File: src/rtl/decode_issue_queue.sv
// ---------------------------------------------------------------------------
// decode_issue_queue
//
// Small in-order FIFO sitting between decode and issue. It absorbs
// single-cycle issue back-pressure so decode does not stall, and it holds
// back further issue while a control-flow instruction that has already
// issued is still unresolved in execute.
//
// Ports:
//   clk_i                 clock, rising edge
//   rst_i                 asynchronous active-high reset
//   flush_i               drop all entries and pending-branch state
//   clr_uarch_i           fence.t clear, same effect as flush_i
//   decoded_instr_i       entry from decode
//   decoded_instr_valid_i decode presents an entry
//   is_ctrl_flow_i        presented entry is a branch/jump
//   decoded_instr_ack_o   entry accepted this cycle
//   issue_instr_o         head entry (always shows the head slot)
//   issue_instr_valid_o   head entry may issue
//   is_ctrl_flow_o        head entry is control flow
//   issue_ack_i           issue stage takes the head this cycle
//   resolve_branch_i      execute resolved the outstanding control flow
//   branch_pending_o      an issued control-flow instruction is unresolved
//   count_o               current occupancy
//   full_o                occupancy equals DEPTH
// ---------------------------------------------------------------------------
package decode_issue_queue_pkg;
    typedef struct packed {
        logic [2:0]  trans_id;
        logic [3:0]  fu;
        logic [7:0]  op;
        logic [31:0] pc;
    } scoreboard_entry_t;
endpackage

module decode_issue_queue
    import decode_issue_queue_pkg::*;
#(
    parameter int DEPTH = 4,
    parameter int CNT_W = $clog2(DEPTH + 1)
) (
    input  logic              clk_i,
    input  logic              rst_i,
    input  logic              flush_i,
    input  logic              clr_uarch_i,
    input  scoreboard_entry_t decoded_instr_i,
    input  logic              decoded_instr_valid_i,
    input  logic              is_ctrl_flow_i,
    output logic              decoded_instr_ack_o,
    output scoreboard_entry_t issue_instr_o,
    output logic              issue_instr_valid_o,
    output logic              is_ctrl_flow_o,
    input  logic              issue_ack_i,
    input  logic              resolve_branch_i,
    output logic              branch_pending_o,
    output logic [CNT_W-1:0]  count_o,
    output logic              full_o
);

    localparam int                PTR_W    = $clog2(DEPTH);
    localparam logic [PTR_W-1:0]  LAST_PTR = PTR_W'(DEPTH - 1);
    localparam logic [CNT_W-1:0]  FULL_CNT = CNT_W'(DEPTH);

    typedef enum logic {
        ST_IDLE,
        ST_PENDING
    } branch_state_e;

    // Slot 0 lives in its own resettable register so the head reads as zero
    // straight out of reset; the remaining slots need no reset. Element 0 of
    // the plain array is written but never read.
    scoreboard_entry_t r_entry [DEPTH];
    logic              r_ctrlFlow [DEPTH];
    scoreboard_entry_t r_slot0Entry;
    logic              r_slot0CtrlFlow;

    logic [PTR_W-1:0]  r_rdPtr;
    logic [PTR_W-1:0]  r_wrPtr;
    logic [CNT_W-1:0]  r_count;
    branch_state_e     r_state;
    branch_state_e     w_stateNext;

    logic              w_clear;
    logic              w_full;
    logic              w_empty;
    logic              w_push;
    logic              w_pop;
    logic              w_valid;
    scoreboard_entry_t w_headEntry;
    logic              w_headCtrlFlow;

    function automatic logic [PTR_W-1:0] nextPtr(input logic [PTR_W-1:0] p);
        return (p == LAST_PTR) ? '0 : p + 1'b1;
    endfunction

    assign w_clear = flush_i | clr_uarch_i;
    assign w_full  = (r_count == FULL_CNT);
    assign w_empty = (r_count == '0);

    // Push acceptance deliberately ignores issue_ack_i so that no
    // combinational path runs from issue back into decode.
    assign w_push  = decoded_instr_valid_i & ~w_full & ~w_clear & ~rst_i;
    assign w_valid = ~w_empty & (r_state == ST_IDLE);
    assign w_pop   = w_valid & issue_ack_i;

    assign w_headEntry    = (r_rdPtr == '0) ? r_slot0Entry    : r_entry[r_rdPtr];
    assign w_headCtrlFlow = (r_rdPtr == '0) ? r_slot0CtrlFlow : r_ctrlFlow[r_rdPtr];

    // Unreset entry storage, written at the write pointer on every push.
    always_ff @(posedge clk_i) begin
        if (w_push) begin
            r_entry[r_wrPtr]    <= decoded_instr_i;
            r_ctrlFlow[r_wrPtr] <= is_ctrl_flow_i;
        end
    end

    // Resettable copy of slot 0.
    always_ff @(posedge clk_i or posedge rst_i) begin
        if (rst_i) begin
            r_slot0Entry    <= '0;
            r_slot0CtrlFlow <= 1'b0;
        end else if (w_push && (r_wrPtr == '0)) begin
            r_slot0Entry    <= decoded_instr_i;
            r_slot0CtrlFlow <= is_ctrl_flow_i;
        end
    end

    // Pointers and occupancy; a clear wins over any push or pop.
    always_ff @(posedge clk_i or posedge rst_i) begin
        if (rst_i) begin
            r_rdPtr <= '0;
            r_wrPtr <= '0;
            r_count <= '0;
        end else if (w_clear) begin
            r_rdPtr <= '0;
            r_wrPtr <= '0;
            r_count <= '0;
        end else begin
            if (w_push) begin
                r_wrPtr <= nextPtr(r_wrPtr);
            end
            if (w_pop) begin
                r_rdPtr <= nextPtr(r_rdPtr);
            end
            case ({w_push, w_pop})
                2'b10:   r_count <= r_count + 1'b1;
                2'b01:   r_count <= r_count - 1'b1;
                default: r_count <= r_count;
            endcase
        end
    end

    // Branch gating state register.
    always_ff @(posedge clk_i or posedge rst_i) begin
        if (rst_i) begin
            r_state <= ST_IDLE;
        end else begin
            r_state <= w_stateNext;
        end
    end

    // Branch gating next state. A resolve in IDLE refers to an older
    // instruction, so a coinciding control-flow pop still enters PENDING.
    always_comb begin
        w_stateNext = r_state;
        if (w_clear) begin
            w_stateNext = ST_IDLE;
        end else begin
            case (r_state)
                ST_IDLE:    if (w_pop && w_headCtrlFlow) w_stateNext = ST_PENDING;
                ST_PENDING: if (resolve_branch_i)        w_stateNext = ST_IDLE;
                default:    w_stateNext = ST_IDLE;
            endcase
        end
    end

    // Branch gating outputs.
    always_comb begin
        branch_pending_o = (r_state == ST_PENDING);
    end

    assign decoded_instr_ack_o = w_push;
    assign issue_instr_o       = w_headEntry;
    assign is_ctrl_flow_o      = w_headCtrlFlow;
    assign issue_instr_valid_o = w_valid;
    assign count_o             = r_count;
    assign full_o              = w_full;

endmodule
File: config.mk
export PLATFORM = sky130hd
export DESIGN_NAME = decode_issue_queue
export DESIGN_NICKNAME = d
export VERILOG_FILES = /design/src/rtl/decode_issue_queue.sv
export SDC_FILE = /design/constraint.sdc
export NUM_CORES = 1
export LEC_CHECK = 0
export ABC_AREA = 1
export CAP_MARGIN = 25
export CORE_UTILIZATION = 30
export CTS_CLUSTER_SIZE = 10
export DETAILED_ROUTE_END_ITERATION = 16
export PLACE_DENSITY = 0.59
export SLEW_MARGIN = 0
export SYNTH_ARGS = -nofsm -noshare
export SYNTH_HDL_FRONTEND = slang
export SYNTH_SLANG_ARGS = --single-unit
File: constraint.sdc
create_clock -name clk_i -period 3.1 [get_ports clk_i]
set_clock_uncertainty 0.1 [all_clocks]
set_input_delay 0.62 -clock clk_i [delete_from_list [all_inputs] [get_ports clk_i]]
set_output_delay 0.62 -clock clk_i [all_outputs]
set_load 0.02 [all_outputs]
== Word-level counts from Yosys, hierarchy flattened ==
Memories as Yosys holds them, arrays and structs flattened.
Cells that the tools add are included.
Word-level totals
  bits in registers: 56
  bits in latches: 0
  RAM bits: 192
  ROM bits: 0
  bits of input ports: 55
  output and inout port bits: 55
  logic and storage cells: 55
  memories kept: 2
Memories
  r_entry: depth 4, width 47, rd ports 1, clocked after Yosys merged registers in 0, wr ports 1, line 72  | scoreboard_entry_t r_entry [DEPTH];
  r_ctrlFlow: depth 4, width 1, rd ports 1, clocked after Yosys merged registers in 0, wr ports 1, line 73  | logic r_ctrlFlow [DEPTH];
Cells by class
  add/sub/neg operators: 4
  multipliers: 0
  divide/modulo/power cells: 0
  order comparisons: 0
  equal/unequal tests: 5
  shift-type cells: 0
  mux-type cells: 16
  bitwise operators: 11
  reductions and logical operators: 8
Operators with widths (number)
  $mux 47: 1
  $mux 2: 6
  $eq 2x2->1 const B: 3
  $mux 1: 6
  $pmux 3 s2: 1
  $and 1x1->1: 5
  $not 1->1: 5
  $add 2x1->2 const B: 2
  $logic_not 2->1: 2
  $reduce_bool 2->1: 2
  $add 3x1->3 const B: 1
  $eq 3x3->1 const B: 1
  $logic_not 3->1: 1
  $mux 3: 1
  $reduce_bool 3->1: 1
  $sub 3x1->3 const B: 1
  $eq 2x1->1 const B: 1
  $logic_and 1x1->1: 2
  $pmux 1 s2: 1
  $or 1x1->1: 1

== Longest topological paths before layout ==
  depth after elaboration: 8
  depth in mapped cells: 12

== Least setup slack after synthesis ==
Ideal clock, no wire load.
  path kind: input-to-reg
  start point: input clr_uarch_i
  end point: memory r_ctrlFlow[1], enable pin
  arrival: 2.945 ns
  required time: 2.546 ns
  slack: -0.399 ns
  stages on the path: 3
  path buffers: 0
  cell sequence: nor2_8 nand3_4 nor2_1
Between the ends
  longest elaborated chain between the ends: 6
RTL lines
  start, declared: line 45  | input logic clr_uarch_i,
  $or 1x1->1: line 96  | assign w_clear = flush_i | clr_uarch_i;
  $not 1->1: line 102  | assign w_push = decoded_instr_valid_i & ~w_full & ~w_clear & ~rst_i;
  $and 1x1->1 (2 in series): line 102
  $mux 1: line 111  | if (w_push) begin
  $mux 1 (not written as such): line 113  | r_ctrlFlow[r_wrPtr] <= is_ctrl_flow_i;
  end, declared: line 73
Every way passes these cells.

==> reports/results.ini <==
[cells_and_area]
area_delta_synth_final_pct=24.0
final_nets=1025
seqCellArea_um2=7170
final_cell_mix=192 x edfxtp_1, 147 x o21ai_0, 124 x nand2_1
fin_util_pct=38.3
final_common_cell=edfxtp_1
fillCellCount=3240
fin_area_um2=12600
multi_input_area_um2=2460
drive_above_1_share_pct=10.9

[placed_design]
pre_cts_ws_ns=0.202
globalplace.congestion=0.729
io_buffer_count=109
hpwl_um=12400
postPlaceCellArea_um2=11800

[clocking]
cts_made_buffers=29
postCtsSetupBuffers=0
clkLatencyLatePin_ns=0.54
clk_path_buf_depth=3
clock-sinks=248
h-tree-depth=1
clk_pin_slew_ns=0.05
cts_tree=done
cts_root_buf=clkbuf_16
holdBufCountCts=0

[sta]
final-hold-violation-count=0
worst_slew_pin_slew_ns=0.781
fin_ws_ns=0.0765
finalSetupViolCount=0
slew_viol_final=0
fin_crit_ns=3.02
fin_crit_sh_pct=97.5
fmax_ghz=0.331
slew-limit-headroom_pct=47.9
rsz0062_at_grt=true

[yosys]
synthCells=857
synth_xor_area_share_pct=0.0863
synth_mux_area_share_pct=0
synth_area_um2=10100
synth_fp_nets=919
synth_compound_area_share_pct=13.3
yosys_warnings=0
syn_avg_cell_area_um2=11.8
synth_seq_area_share_pct=70.7
synth_simple_gate_area_share_pct=9.65
synth_fa_ha_area_share_pct=0.937
synth_top_family_by_area=compound AO/OA/AOI/OAI gates
yosys_register_bits=248
synth.distinct_cells=31

[critical_path]
crit_path_max_incr_delay_ns=0.52
r2r_cells=12
startpoint=r_rdPtr[0]
r2r_end=count_o[2]
arrival_ns=2.30
critical_path.slowest_cell=dfrtp_4
crit_type=flop to output pin
cp_cell_sequence=inv_4, ha_2, clkinv_2, buf_12, o21ai_1, dlygate4sd2_1
required_ns=2.38
ff2ff_setup_slack_ns=1.09
critPathCaptureType=output pin
start_kind=flop
path_max_fanout=43
r2r_start=count_o[0]

[drt]
ant_nets=0
wirelength_um=22800
via_count=6542
drtPass1Iterations=4
vias_per_cell=4.58
drc_errors=0
initialDrtViolationCount=371
wl_per_cell_um=16.0

[global_route]
grt_first_pass_wirelength_um=35600
grt_usage_pct=13.3
grt_pass1_vias=6599
grt_max_degree=99
grt_overflow=0
antenna_found_initial=1

[floorplanning]
die_width_um=186
die_h_um=186
ios=110
core_area_um2=32900
start_util_pct=30.9
die-area_um2=34600
placementRows=66

[worst_hold_path]
hp-class=flop to flop
hp-start=r_slot0Entry[15]
hold_end=r_slot0Entry[15]
whs_path_depth=2

[pwr]
cellPowerDensity_nw_per_um2=624
p_leak_nw=4.60
p_switching_w=0.00194
ir_worst_vdd_v=0.000381
p_clk_share_pct=38.6
p_sw_share_pct=24.7
p_int_w=0.00591
seqPwrFrac_pct=48.2
power_frac_comb_pct=13.2

[outcome]
status=finished clean

[run]
max-cap-violations=0

-- cell families after synthesis --
logic type,after synthesis
AOI/OAI and AO/OA,243
xor gates and xnor gates,1
adders and majority gates,7
buffers and inverters,118
DFF,248
and+or+nand+nor,240
-- synth_stat cells --
cell type,number,share of area (%)
o21ai_0,150,7.4
nand2_1,124,4.6
nand3_4,1,0.17
buf_8,4,0.59
and2_1,1,0.062
inv_4,1,0.062
xnor2_1,1,0.086
inv_1,66,2.4
clkbuf_4,1,0.074
clkbuf_2,1,0.049
nand4_1,1,0.062
nor2_1,102,3.8
fa_1,1,0.20
a21oi_2,1,0.086
o21ai_2,20,1.7
ha_1,6,0.74
nand3_1,4,0.20
nor3_1,1,0.049
buf_4,7,0.52
o21ai_1,24,1.2
buf_1,2,0.074
dfrtp_1,56,14
clkbuf_1,21,0.78
nor2_8,2,0.39
edfxtp_1,192,57
buf_2,15,0.74
nor2_4,2,0.22
nor2_2,1,0.062
nand2_2,1,0.062
o22ai_1,47,2.9
a21oi_1,1,0.049
-- metrics by stage --
step | instances | TNS (ns) | hold WS, ns | power (W)
after global placement | 1373 | 0 | 0.398 | 0.00497
after floorplan | 857 | -57.47 | 0.383 | 0.00446
after CTS | 1427 | -1.41 | 0.418 | 0.00794
after global routing | 1428 | -0.0396 | 0.438 | 0.00819
final | 1429 | 0 | 0.413 | 0.00784
after detailed placement | 1373 | 0 | 0.404 | 0.00498
-- routing by layer --
metal / wire length [µm] / vias to the layer above / global-route usage [%]
met5: 17 / - / 0
met1: 10800 / 3152 / 18.1
met4: 373 / 2 / 3.64
met3: 1420 / 36 / 3.44
met2: 10200 / 142 / 20.9
li1: - / 3210 / -
-- flip-flops by register name, indices dropped and copies added (netlist names) --
signal,count
r_entry,188
count_o,3
r_slot0Entry,47
r_rdPtr,2
r_slot0CtrlFlow,1
branch_pending_o,1
r_wrPtr,2
r_ctrlFlow,4
-- how the worst max path moves through the flow --
stage	end	cells after the start	slack (ns)
5_1_grt	issue_instr_o[19]	7	-0.04
3_3_place_gp	decoded_instr_ack_o	5	0.24
4_1_cts	issue_instr_o[10]	7	-0.22
3_5_place_dp	decoded_instr_ack_o	5	0.20
6_report	issue_instr_o[37]	6	0.08
2_1_floorplan	r_ctrlFlow[1]	3	-0.40
-- cell type report --
cell class	instances	share of cell area (%)
antenna	1	0.0199
inverter	67	2.03
tap	442	4.40
timing repair buffer	126	10.3
clock inverter	2	0.109
multi-input combinational	491	19.6
clock buffer	52	6.54
sequential	248	57.0
-- power by group through the flow --
stage	Clock, W	Combinational (W)	Sequential (W)
floorplan	0	0.000620	0.00384
global placement	0	0.00112	0.00384
detailed placement	0	0.00113	0.00385
CTS	0.00311	0.00106	0.00378
global route	0.00324	0.00116	0.00380
finish	0.00302	0.00104	0.00378
-- repair_timing --
item | 4_1_cts | 5_1_grt
gates resized for setup | 54 | 63
endpoints found under the setup margin | 48 | 39
cloned | 0 | 1
-- worst max-delay path: cells and delay by family (launching register included) --
family | cells | cell delay, ns
buffers and inverters | 4 | 0.79
AO/OA/AOI/OAI | 1 | 0.22
adder cells (fa/ha/maj) | 1 | 0.21
flip-flops | 1 | 0.52
No activity file was read; power rests on OpenSTA's default activity.
